$ cat src/rtl/xsim_dma_burst_reader.sv
// xsim_dma_burst_reader
//   Burst read sequencer in front of the simulation DMA word port. It accepts
//   one burst command (handle, byte address, beat count, tag) and splits it
//   into sequential 32-bit word read requests. Responses are collected into
//   a local FIFO and streamed to the consumer with the command tag and a
//   last-beat flag. Only one burst is in flight at a time.
//
// Ports:
//   CLK, RST                   clock (posedge) / synchronous active-high reset
//   cmd_*                      burst command handshake and fields
//                              (cmd_beats == 0 means 2^LEN_WIDTH words)
//   dma_*_readrequest*         word request channel to the DMA model
//   dma_*_readresponse*        one-deep response channel from the DMA model
//   out_*                      beat stream to the consumer (valid/ready)
//   busy                       a burst is being issued or drained
//
// Optional feature (macro DMA_BURST_STATS_EN):
//   stat_words          words delivered on the output since reset (wraps)
//   stat_stall_cycles   cycles with out_valid && !out_ready (wraps)

module xsim_dma_burst_reader #(
    parameter int unsigned FIFO_DEPTH = 4,
    parameter int unsigned LEN_WIDTH  = 8,
    parameter int unsigned TAG_WIDTH  = 8
) (
    input  logic                 CLK,
    input  logic                 RST,
    input  logic                 cmd_valid,
    output logic                 cmd_ready,
    input  logic [31:0]          cmd_handle,
    input  logic [31:0]          cmd_addr,
    input  logic [LEN_WIDTH-1:0] cmd_beats,
    input  logic [TAG_WIDTH-1:0] cmd_tag,
    input  logic                 dma_rdy_readrequest,
    output logic                 dma_en_readrequest,
    output logic [31:0]          dma_readrequest_addr,
    output logic [31:0]          dma_readrequest_handle,
    input  logic                 dma_rdy_readresponse,
    output logic                 dma_en_readresponse,
    input  logic [31:0]          dma_readresponse_data,
    output logic                 out_valid,
    input  logic                 out_ready,
    output logic [31:0]          out_data,
    output logic [TAG_WIDTH-1:0] out_tag,
    output logic                 out_last,
    output logic                 busy
`ifdef DMA_BURST_STATS_EN
    ,
    output logic [31:0]          stat_words,
    output logic [31:0]          stat_stall_cycles
`endif
);

    localparam int unsigned AW = $clog2(FIFO_DEPTH);
    localparam logic [AW:0]        DEPTH_C  = (AW+1)'(FIFO_DEPTH);
    localparam logic [AW:0]        ONE_CNT  = (AW+1)'(1);
    localparam logic [AW-1:0]      ONE_PTR  = AW'(1);
    localparam logic [LEN_WIDTH:0] ONE_BEAT = (LEN_WIDTH+1)'(1);

    typedef enum logic [1:0] {
        S_IDLE,
        S_ISSUE,
        S_DRAIN
    } state_t;

    state_t state, state_nxt;

    logic [31:0]          handle_q;
    logic [31:0]          addr_q;
    logic [TAG_WIDTH-1:0] tag_q;
    logic [LEN_WIDTH:0]   remaining;
    logic [LEN_WIDTH:0]   total_beats;
    logic [LEN_WIDTH:0]   recv_count;
    logic [AW:0]          pending;
    logic [AW:0]          fifo_count;
    logic [AW-1:0]        wr_ptr;
    logic [AW-1:0]        rd_ptr;
    logic [32:0]          fifo_mem [FIFO_DEPTH];

    logic accept, issue, push, pop, credit_ok, push_last;

    // Credit uses registered counts only: responses popped this cycle do not
    // free space until the next cycle, so every issued request has a slot.
    always_comb begin
        accept    = (state == S_IDLE) && cmd_valid;
        credit_ok = ({1'b0, fifo_count} + {1'b0, pending}) < {1'b0, DEPTH_C};
        issue     = (state == S_ISSUE) && dma_rdy_readrequest && credit_ok;
        push      = dma_rdy_readresponse;
        push_last = (recv_count == (total_beats - ONE_BEAT));
        pop       = (fifo_count != '0) && out_ready;
    end

    always_comb begin
        state_nxt = state;
        case (state)
            S_IDLE:  if (cmd_valid) state_nxt = S_ISSUE;
            S_ISSUE: if (issue && (remaining == ONE_BEAT)) state_nxt = S_DRAIN;
            S_DRAIN: if (pop && fifo_mem[rd_ptr][0] && (pending == '0)) state_nxt = S_IDLE;
            default: state_nxt = S_IDLE;
        endcase
    end

    always_comb begin
        cmd_ready              = (state == S_IDLE);
        busy                   = (state != S_IDLE);
        dma_en_readrequest     = issue;
        dma_readrequest_addr   = addr_q;
        dma_readrequest_handle = handle_q;
        dma_en_readresponse    = push;
        out_valid              = (fifo_count != '0);
        out_data               = fifo_mem[rd_ptr][32:1];
        out_last               = out_valid && fifo_mem[rd_ptr][0];
        // Tag only changes on accept, which needs an empty FIFO, so the
        // command register always matches the head entry's owner.
        out_tag                = tag_q;
    end

    always_ff @(posedge CLK) begin
        if (RST) begin
            state       <= S_IDLE;
            handle_q    <= '0;
            addr_q      <= '0;
            tag_q       <= '0;
            remaining   <= '0;
            total_beats <= '0;
            recv_count  <= '0;
            pending     <= '0;
            fifo_count  <= '0;
            wr_ptr      <= '0;
            rd_ptr      <= '0;
        end else begin
            state <= state_nxt;

            if (accept) begin
                handle_q    <= cmd_handle;
                addr_q      <= cmd_addr;
                tag_q       <= cmd_tag;
                remaining   <= {(cmd_beats == '0), cmd_beats};
                total_beats <= {(cmd_beats == '0), cmd_beats};
                recv_count  <= '0;
            end else if (issue) begin
                addr_q    <= addr_q + 32'd4;
                remaining <= remaining - ONE_BEAT;
            end

            case ({issue, push})
                2'b10:   pending <= pending + ONE_CNT;
                2'b01:   pending <= pending - ONE_CNT;
                default: pending <= pending;
            endcase

            if (push) begin
                wr_ptr     <= wr_ptr + ONE_PTR;
                recv_count <= recv_count + ONE_BEAT;
            end
            if (pop) rd_ptr <= rd_ptr + ONE_PTR;

            case ({push, pop})
                2'b10:   fifo_count <= fifo_count + ONE_CNT;
                2'b01:   fifo_count <= fifo_count - ONE_CNT;
                default: fifo_count <= fifo_count;
            endcase
        end
    end

    always_ff @(posedge CLK) begin
        if (push) fifo_mem[wr_ptr] <= {dma_readresponse_data, push_last};
    end

    always_ff @(posedge CLK) begin
        if (!RST) begin
            assert (!(push && !pop && (fifo_count == DEPTH_C)));
            assert (!(push && !issue && (pending == '0)));
        end
    end

`ifdef DMA_BURST_STATS_EN
    always_ff @(posedge CLK) begin
        if (RST) begin
            stat_words        <= '0;
            stat_stall_cycles <= '0;
        end else begin
            if (pop) stat_words <= stat_words + 32'd1;
            if (out_valid && !out_ready) stat_stall_cycles <= stat_stall_cycles + 32'd1;
        end
    end
`endif

endmodule

$ cat config.mk
export PLATFORM = sky130hd
export DESIGN_NAME = xsim_dma_burst_reader
export DESIGN_NICKNAME = d
export VERILOG_FILES = /design/src/rtl/xsim_dma_burst_reader.sv
export SDC_FILE = /design/constraint.sdc
export NUM_CORES = 1
export LEC_CHECK = 0
export ABC_AREA = 1
export BUFFER_PORTS_ARGS = -buffer_cell sky130_fd_sc_hd__clkbuf_2
export CAP_MARGIN = 10
export CORE_AREA = 2 2 179 181
export CTS_CLUSTER_DIAMETER = 60
export DETAILED_ROUTE_END_ITERATION = 7
export DIE_AREA = 0 0 181 183
export PLACE_DENSITY = 0.65
export SYNTH_ARGS = -nofsm -noshare
export SYNTH_HDL_FRONTEND = slang
export SYNTH_SLANG_ARGS = --single-unit
export TNS_END_PERCENT = 5
$ cat constraint.sdc
create_clock -name CLK -period 3.4 [get_ports CLK]
set_clock_uncertainty 0.2 [all_clocks]
set_input_delay 0.51 -clock CLK [delete_from_list [all_inputs] [get_ports CLK]]
set_output_delay 0.51 -clock CLK [all_outputs]
set_load 0.05 [all_outputs]
==> impl_results.md, run 1 <==
* Iter 0 DRT Violations at approximately 520
* Post-CTS setup buffer count at 0
* CP max stage delay at about 0.53 ns
* Count of cell types in the netlist at 40
* P per Cell Area at 615.4 nW/µm²
* First-pass iteration count of the detailed router at 6
* Hold Violations, Final at 0
* Adder-Cell Fraction of Synth Area at about 1.9%
* Top cells by count, synth: 252 x nor2_1, 170 x nand2_1, 147 x o21ai_0
* Busiest grt layer: met2
* Max Clk Rate at about 340 MHz
* Synth Register Bits at roughly 250
* Die Span Y at between 150 and 200 µm
* Clk slew on worst S/H paths at 0.06 ns
* Root Buffer: clkbuf_16
* Clk sinks at between 200 and 250
* Post-Syn Nets at 1319
* Cell row count at between 60 and 70
* Area occupied by multi-input gates at about 4000 µm²
* Slew margin rel. at around 55%
* Worst skew pair latency at around 0.54 ns
* Biggest area consumer among synthesized cells: edfxtp_1
* CTS tree: yes
* Synth Area in Simple Gates at 19.50%
* Post-Synth XOR/XNOR Area at 2.295%
* Max Cap Viol at 0
* Post-Synthesis Cell Area at ~11000 µm²
* CTS Buf Count at 30
* Register area share after synthesis at between 50% and 60%
* DP Worst Slack at between 0.7 and 0.8 ns
* Worst path bufs/invs at 2
* Ys Warns at 0
* Met3 Use GR at 3.435%
* Post-synth EDFFs at approximately 130
* Critical path launch point type: register
* Post-DR vias/cell at 4.880
* Largest net degree at the start of global routing at 70
* Post-synthesis mux area share at 0%
* Fin crit share at between 80% and 90%
* Final core occ at around 45%
* CP arrival at 2.27 ns
* Routed via count at 9287
* TNS Setup at 0 ns
* CP required at 2.69 ns
* Synth top area share at ~37%
* Avg Synthesized Cell Area at 9.056 µm²
* Number of remaining DRC errors at 0
* DR WL/cell at between 10 and 15 µm
* Remaining antenna violation count at 0
* Capturing element type of the critical path: primary output
* Async SR Flop Fraction at 0%
* Syn Inst Count at 1186
* Overflow after GRT at 0
* Final slew viol count at 0
* All-Layer GR Usage at about 16%
* Crit path cell chain: buf_4 > nor2_1 > nor2_1 > o21ai_0 > a21boi_0 > buf_12
* I/O Buffers at ~230
* Largest family of logic cells by synthesized area: simple AND/OR/NAND/NOR gates
* WS Path Type: reg2out
* # fillers at around 3000
* Family with the most delay on the worst path: buffers and inverters
* Fin worst setup slack at 0.4154 ns
* # IOs at around 230
* Vias in the first global route at 8825
* Share of layout cells above drive strength 1 at about a fifth
* Initial Utilization at 34.39%
* Die width at 181 µm
* Most frequent CP cell: nor2_1
* Met1 usage at between 20% and 30%
* Placeable core area at around 31000 µm²
* P&R area growth vs syn at 29.58%
* Routed WL at between 20 and 30 mm
* Setup-failing EPs final at 0
* Top-count cell post-synth: nor2_1
* Slew @ Worst Pin at between 0.6 and 0.7 ns
* Register Area at ~6200 µm²
* Min Tclk post-route at about 3.0 ns
* Synth Area in Compound Gates at 12.71%
* DP HPWL at ~17 mm
* Number of diodes at 0
* FF-to-FF setup slack at roughly 0.67 ns
* Synth top area cells: edfxtp_1 37%, dfxtp_1 21%, nor2_1 8.8%, o21ai_0 6.8%, nand2_1 5.9%
* Nets at roughly 1600
* Crit-path max FO at 66
* Outcome: finished, final reports clean
* Initial antenna violation count at 0
* Unrepaired setup endpoints after global routing: no
* GR Util met2 at 27.77%
* First-pass GRT wire length at 44.46 mm
* Critical path's slowest cell: buf_4
* Predominant post-synthesis flop cell: edfxtp_1
* H-tree Lvls at 1
* Hold WC Path Type: in2reg
* Peak supply drop at approximately 0.43 mV
* Leakage at around 5.5 nW
* Clock tree buffer depth at 3
* Global placement routability congestion at 0.8417
* Die area at 33120 µm²
-- flip-flops by register name, summed over array words and instances (netlist names), named ones only --
register                cells
fifo_mem                  132
dma_readrequest_addr       32
dma_readrequest_handle     32
recv_count                  9
remaining                   9
total_beats                 9
out_tag                     8
fifo_count                  3
pending                     3
rd_ptr                      2
state                       2
wr_ptr                      2
-- area by class of cell --
| cell class | count | share of cell area (%) |
|---|---|---|
| Sequential cell | 245 | 44.75 |
| Multi-Input combinational cell | 800 | 28.09 |
| Timing Repair Buffer | 318 | 14.53 |
| Clock buffer | 36 | 5.556 |
| Tap cell | 402 | 3.614 |
| Inverter | 84 | 2.266 |
| Clock inverter | 18 | 1.205 |
-- metrics by stage --
stage	hold slack [ns]	area (µm²)	power (mW)	instances
after global placement	0.2520	12230	5.497	1774
after global routing	0.03741	13920	8.956	1903
final	0.05469	13920	8.564	1903
after detailed placement	0.2561	12230	5.530	1774
after CTS	0.002912	13910	8.648	1902
after floorplan	0.2362	10740	4.991	1186
-- metal layers --
layer	vias to the layer above	part of all wire (%)
met5	-	0
met2	335	46
met3	41	8.2
met4	0	1.8
met1	4319	44
li1	4592	-
-- report_power, final --
group / internal [mW] / total [mW] / switching (mW)
combinational: 0.550 / 2.11 / 1.56
sequential: 3.31 / 3.43 / 0.122
clock: 1.78 / 3.02 / 1.24
total: 5.64 / 8.56 / 2.92
-- tightest hold or removal path: cells and delay by family --
family | cells | cell delay (ns)
buffers and inverters | 1 | 0.07
AO/OA/AOI/OAI | 2 | 0.18
-- repair_timing --
item,CTS,global route
endpoints found under the hold margin,167,3
gates resized for setup,0,0
hold buffers,74,1
-- worst paths after layout --
kind	from	to	cells past startpoint
setup / recovery	register	out_last	6
hold / removal	cmd_addr[7]	dma_readrequest_addr[7]$_SDFFE_PP0P_	3
setup reg to reg	pending[1]$_SDFFE_PP0P_	pending[2]$_SDFFE_PP0P_	12
hold reg to reg	total_beats[1]$_SDFFE_PP0P_	total_beats[1]$_SDFFE_PP0P_	2
-- cell usage in the layout (no fill, tap or decap), drive strengths merged --
cell type    count
nor2           262
clkbuf         262
nand2          171
o21ai          147
edfxtp         132
dfxtp          113
inv             86
dlygate4sd3     75
a21oi           54
nand3           53
o22ai           32
buf             17
ha              13
clkinv          13
xor2            12
nor3            12
xnor2           11
a211oi           7
a31oi            7
nand4            5
o211ai           2
xnor3            2
a22oi            2
fa               2
bufinv           2
a21boi           2
a221oi           1
nor4             1
a311oi           1
nand3b           1
clkinvlp         1
-- cell families after synthesis --
family | after synthesis
AND/OR/NAND/NOR | 505
XOR/XNOR | 25
adder cells (fa/ha/maj) | 15
AO/OA/AOI/OAI | 255
buffers and inverters | 141
flip-flops | 245
(Power assumes the default switching activity.)
==> run 2, diff against run 1 <==
--- a/config.mk
+++ b/config.mk
@@ -8,10 +8,10 @@
 export ABC_AREA = 1
 export BUFFER_PORTS_ARGS = -buffer_cell sky130_fd_sc_hd__clkbuf_2
 export CAP_MARGIN = 10
-export CORE_AREA = 2 2 179 181
+export CORE_AREA = 10 10 179 197
 export CTS_CLUSTER_DIAMETER = 60
 export DETAILED_ROUTE_END_ITERATION = 7
-export DIE_AREA = 0 0 181 183
+export DIE_AREA = 0 0 189 207
 export PLACE_DENSITY = 0.65
 export SYNTH_ARGS = -nofsm -noshare
 export SYNTH_HDL_FRONTEND = slang
==> impl_results.md, run 2 (synthesized netlist as in run 1, its figures left out) <==
* Outcome: finished, final reports clean
* CTS Buf Count at 27 (-10%)
* Unrepaired setup endpoints after global routing: no
* Hold-critical path depth at 3 (unchanged)
* I/O Buffers at 227 (unchanged)
* CP max stage delay at 0.49 ns (-0.04 ns)
* Critical path launch point type: register
* Share of layout cells above drive strength 1 at 20.54% (+0.22 points)
* Max Cap Viol at 0 (unchanged)
* Peak supply drop at 0.3995 mV (-6.6%)
* Most frequent CP cell: nor2_1
* Slew margin rel. at 50.43% (-4.6 points)
* Setup-failing EPs final at 0 (unchanged)
* Initial antenna violation count at 0 (unchanged)
* All-Layer GR Usage at 14.73% (-1.6 points)
* Die width at 189 µm (+4.4%)
* Max Clk Rate at 337.7 MHz (+0.79%)
* R2R Path Start: pending[1]$_SDFFE_PP0P_
* Final slew viol count at 0 (unchanged)
* Iter 0 DRT Violations at 490 (-6.1%)
* WS Path Type: reg2out
* HP Start: cmd_handle[30]
* CP arrival at 2.25 ns (-0.02 ns)
* Root Buffer: clkbuf_16
* Worst path bufs/invs at 2 (unchanged)
* TNS Setup at 0 ns (unchanged)
* Clk sinks at 245 (unchanged)
* Placeable core area at 31220 µm² (about the same)
* Post-CTS setup buffer count at 0 (unchanged)
* Critical path's slowest cell: buf_4
* H-tree Lvls at 1 (unchanged)
* CP required at 2.69 ns (about the same)
* FF-to-FF setup slack at 0.96 ns (+0.29 ns)
* Die area at 39120 µm² (+18%)
* DR WL/cell at 15.54 µm (+5.5%)
* Remaining antenna violation count at 0 (unchanged)
* # resized after CTS at 0 (unchanged)
* Largest register FFs at 132 (unchanged)
* Reg-to-reg endpoint: pending[2]$_SDFFE_PP0P_
* # IOs at 228 (unchanged)
* Crit path cell chain: buf_4 > nor2_1 > nor2_1 > o21ai_0 > a21boi_0 > clkbuf_2
* Largest net degree at the start of global routing at 95 (+36%)
* Number of diodes at 0 (unchanged)
* Crit-path max FO at 66 (unchanged)
* Min Tclk post-route at 2.961 ns (-0.02343 ns)
* R2R cell count at 13 (+1)
* P per Cell Area at 611.8 nW/µm² (-0.57%)
* Vias in the first global route at 9277 (+5.1%)
* Hold WC Path Type: in2reg
* Nets at 1608 (-0.25%)
* First-pass iteration count of the detailed router at 5 (-1)
* Cell row count at 68 (+4.6%)
* Most common cell after layout, fill and taps aside: nor2_1
* Top reg by flops: fifo_mem
* Most frequent cells in the layout: 252 x nor2_1, 227 x clkbuf_2, 170 x nand2_1
* Worst skew pair latency at 0.55 ns (about the same)
* Clock tree buffer depth at 3 (unchanged)
* Die Span Y at 207 µm (+13%)
* P&R area growth vs syn at 29.53% (about the same)
* Family with the most delay on the worst path: buffers and inverters
* Clk slew on worst S/H paths at 0.06 ns (about the same)
* Leakage at 5.534 nW (-0.24%)
* Routed WL at 29.76 mm (+6.1%)
* DP HPWL at 19.53 mm (+12%)
* Overflow after GRT at 0 (unchanged)
* First-pass GRT wire length at 48.56 mm (+9.2%)
* Routed via count at 9180 (-1.2%)
* Slew @ Worst Pin at 0.7424 ns (+0.06835 ns)
* Hold Path Sink: dma_readrequest_handle[30]$_SDFFE_PP0P_
* Initial Utilization at 34.40% (about the same)
* Capturing element type of the critical path: primary output
* CTS tree: yes
* Power Total at 8.512 mW (-0.61%)
* Number of remaining DRC errors at 0 (unchanged)
* Hold Violations, Final at 0 (unchanged)
* Fin crit share at 87.09% (-0.69 points)
* Global placement routability congestion at 0.8836 (+5.0%)
* # fillers at 2968 (-0.70%)
* Post-DR vias/cell at 4.794 (-1.8%)
run 2: layout make-up:
| class | instances | area [µm²] | area share [%] |
|---|---|---|---|
| flip-flops and latches | 245 | 6227 | 44.76 |
| clock inverters | 16 | 165.2 | 1.187 |
| multi-input cells | 800 | 3909 | 28.10 |
| clock buffers | 33 | 750.7 | 5.396 |
| inverters | 84 | 315.3 | 2.266 |
| repair buffers | 317 | 2019 | 14.52 |
| well taps | 420 | 525.5 | 3.777 |
run 2: stage by stage:
stage / util (%) / hold slack [ns] / cell area [µm²] / setup WS [ns] / cells
after floorplan: - / 0.2362 / 10740 / 0.6507 / 1186
after global placement: 39.28 / 0.2511 / 12270 / 0.9512 / 1793
after detailed placement: 39.28 / 0.2577 / 12270 / 0.8736 / 1793
after CTS: 44.55 / 0.01186 / 13910 / 0.2954 / 1915
after global routing: 44.55 / 0.02644 / 13910 / 0.1115 / 1915
final: 44.55 / 0.04605 / 13910 / 0.4388 / 1915
run 2: layer usage:
metal / global-route usage (%) / share of wire, % / vias up
met2: 24.45 / 46 / 289
met5: 0 / 0 / -
li1: - / - / 4582
met1: 18.12 / 43 / 4261
met4: 3.739 / 2.1 / 0
met3: 4.620 / 8.2 / 48
run 2: worst max-delay path by stage:
stage                                from        to  slack, ns  cells after the start
2_1_floorplan  fifo_count[0]$_SDFFE_PP0P_  out_last       0.65                      3
3_3_place_gp                     register  out_last       0.95                      6
3_5_place_dp                     register  out_last       0.87                      6
4_1_cts                          register  out_last       0.30                      6
5_1_grt                          register  out_last       0.11                      6
6_report                         register  out_last       0.44                      6
run 2: where the power goes:
group | internal [mW] | switching [mW] | total, mW
Clock | 1.74 | 1.22 | 2.96
Sequential | 3.31 | 0.121 | 3.43
Combinational | 0.555 | 1.56 | 2.12
run 2: what timing repair did:
action / in CTS / in global routing
endpoints found under the setup margin: 0 / 0
hold endpoints to repair: 169 / 0
hold buffers: 73 / 0
run 2: tightest hold or removal path: stages:
cell and delay [ns]:
clkbuf_2 0.08, nor2_1 0.04, nor2_1 0.12
==> run 3, diff against run 2 <==
--- a/config.mk
+++ b/config.mk
@@ -9,6 +9,7 @@
 export BUFFER_PORTS_ARGS = -buffer_cell sky130_fd_sc_hd__clkbuf_2
 export CAP_MARGIN = 10
 export CORE_AREA = 10 10 179 197
+export CTS_BUF_LIST = sky130_fd_sc_hd__clkbuf_2 sky130_fd_sc_hd__clkbuf_4 sky130_fd_sc_hd__clkbuf_8
 export CTS_CLUSTER_DIAMETER = 60
 export DETAILED_ROUTE_END_ITERATION = 7
 export DIE_AREA = 0 0 189 207
==> impl_results.md, run 3 (synthesized netlist as in run 1, its figures left out) <==
* Outcome: finished, final reports clean
* # resized after CTS at 0 (unchanged)
* Root Buffer: clkbuf_8
* CTS Buf Count at 41 (+52%)
* HP Start: cmd_handle[22]
* Share of layout cells above drive strength 1 at 22.43% (+1.9 points)
* Remaining antenna violation count at 0 (unchanged)
* Hold WC Path Type: in2reg
* FF-to-FF setup slack at 0.95 ns (about the same)
* Number of remaining DRC errors at 0 (unchanged)
* Die width at 189 µm (unchanged)
* Largest net degree at the start of global routing at 95 (unchanged)
* Cell area after layout at 13880 µm² (-0.21%)
* Routed WL at 30.08 mm (+1.1%)
* CP arrival at 2.23 ns (-0.02 ns)
* H-tree Lvls at 2 (+1)
* Overflow after GRT at 0 (unchanged)
* Critical path launch point type: register
* Largest register FFs at 132 (unchanged)
* TNS Setup at 0 ns (unchanged)
* First-pass iteration count of the detailed router at 5 (unchanged)
* Internal Pwr Total at 5.447 mW (-2.8%)
* Fin crit share at 86.36% (-0.74 points)
* Initial antenna violation count at 0 (unchanged)
* Peak supply drop at 0.3715 mV (-7.0%)
* R2R Path Start: pending[1]$_SDFFE_PP0P_
* Most common cell after layout, fill and taps aside: nor2_1
* Die area at 39120 µm² (unchanged)
* All-Layer GR Usage at 14.83% (+0.10 points)
* Critical path's slowest cell: buf_4
* Clk sinks at 245 (unchanged)
* Vias in the first global route at 9343 (+0.71%)
* First-pass GRT wire length at 48.48 mm (-0.17%)
* Crit path cell chain: buf_4 > nor2_1 > nor2_1 > o21ai_0 > a21boi_0 > clkbuf_2
* WS Path Type: reg2out
* Slew @ Worst Pin at 0.7382 ns (-0.004205 ns)
* Global placement routability congestion at 0.8836 (unchanged)
* Max Cap Viol at 0 (unchanged)
* Placeable core area at 31220 µm² (unchanged)
* Setup-failing EPs final at 0 (unchanged)
* NetSw at 2.858 mW (-1.7%)
* # IOs at 228 (unchanged)
* Post-CTS setup buffer count at 0 (unchanged)
* Clk slew on worst S/H paths at 0.06 ns (about the same)
* Placed instance area at 12270 µm² (unchanged)
* Die Span Y at 207 µm (unchanged)
* Routed via count at 9200 (+0.22%)
* Worst skew pair latency at 0.55 ns (about the same)
* P per Cell Area at 598.2 nW/µm² (-2.2%)
* CP max stage delay at 0.48 ns (about the same)
* Final core occ at 44.46% (-0.092 points)
* Min Tclk post-route at 2.936 ns (-0.02510 ns)
* Post-DR vias/cell at 4.742 (-1.1%)
* Clock tree buffer depth at 3 (unchanged)
* DP HPWL at 19.53 mm (unchanged)
* Iter 0 DRT Violations at 406 (-17%)
* Sequential Power Share at 41.3% (+1.0 points)
* Cell row count at 68 (unchanged)
* Sw Share at 34.41% (+0.25 points)
* CTS tree: yes
* Top reg by flops: fifo_mem
* Unrepaired setup endpoints after global routing: no
* DR WL/cell at 15.50 µm (-0.25%)
* Initial Utilization at 34.40% (unchanged)
* P&R area growth vs syn at 29.26%
* Most frequent cells in the layout: 252 x nor2_1, 227 x clkbuf_2, 170 x nand2_1
* Final slew viol count at 0 (unchanged)
* Nets at 1621 (+0.81%)
* I/O Buffers at 227 (unchanged)
* CP required at 2.69 ns (about the same)
* Slew margin rel. at 50.71% (+0.28 points)
* Crit-path max FO at 66 (unchanged)
* Leakage at 5.571 nW (+0.67%)
* Most frequent CP cell: nor2_1
* Number of diodes at 0 (unchanged)
* Clock share of power at 33.2% (-1.6 points)
* Hold Violations, Final at 0 (unchanged)
* Max Clk Rate at 340.6 MHz (+0.85%)
* Capturing element type of the critical path: primary output
* Comb pwr share at 25.5% (+0.6 points)
run 3: critical path: cells and delay by family (launching register included):
kind                   cells  cell delay, ns
buffers and inverters      2            0.80
AO/OA/AOI/OAI              2            0.35
flip-flops                 1            0.32
AND/OR/NAND/NOR            2            0.22
run 3: worst paths after layout:
path / endpoint / cells past startpoint
setup / recovery: out_last / 6
hold / removal: dma_readrequest_handle[22]$_SDFFE_PP0P_ / 3
setup reg to reg: pending[2]$_SDFFE_PP0P_ / 13
hold reg to reg: total_beats[1]$_SDFFE_PP0P_ / 2
run 3: final cells by class:
type	count	area [µm²]
clock buffer	66	845.8
clock inverter	9	51.30
fill	2988	17340
inverter	84	315.3
multi-input combinational	800	3909
sequential	245	6227
tap	420	525.5
timing repair buffer	316	2009
run 3: power by group through the flow:
stage | clock (mW) | combinational, mW | sequential (mW)
after global placement | 0 | 2.03 | 3.49
after detailed placement | 0 | 2.06 | 3.49
after global routing | 2.97 | 2.31 | 3.45
after floorplan | 0 | 1.27 | 3.72
after CTS | 2.86 | 2.14 | 3.43
final | 2.76 | 2.12 | 3.43
run 3: through the flow:
step	hold slack (ns)	power [mW]	setup slack, ns	cells
final	0.03771	8.305	0.4639	1940
after global routing	0.003337	8.736	0.1209	1940
after CTS	0.002091	8.428	0.2878	1940
after detailed placement	0.2577	5.556	0.8736	1793
after global placement	0.2511	5.520	0.9512	1793
after floorplan	0.2362	4.991	0.6507	1186
run 3: timing repair:
action                                  CTS  global route
hold buffers                             72             0
hold endpoints to repair                168             0
endpoints found under the setup margin    0             0
run 3: per-layer routing:
layer  wire (µm)  vias up  global-route usage (%)  part of all wire (%)
li1            -     4611                       -                     -
met1       12950     4247                   17.54                    43
met2       13850      285                   24.46                    46
met3        2451       57                   5.292                   8.1
met4         823        0                   4.913                   2.7
met5           0        -                       0                     0
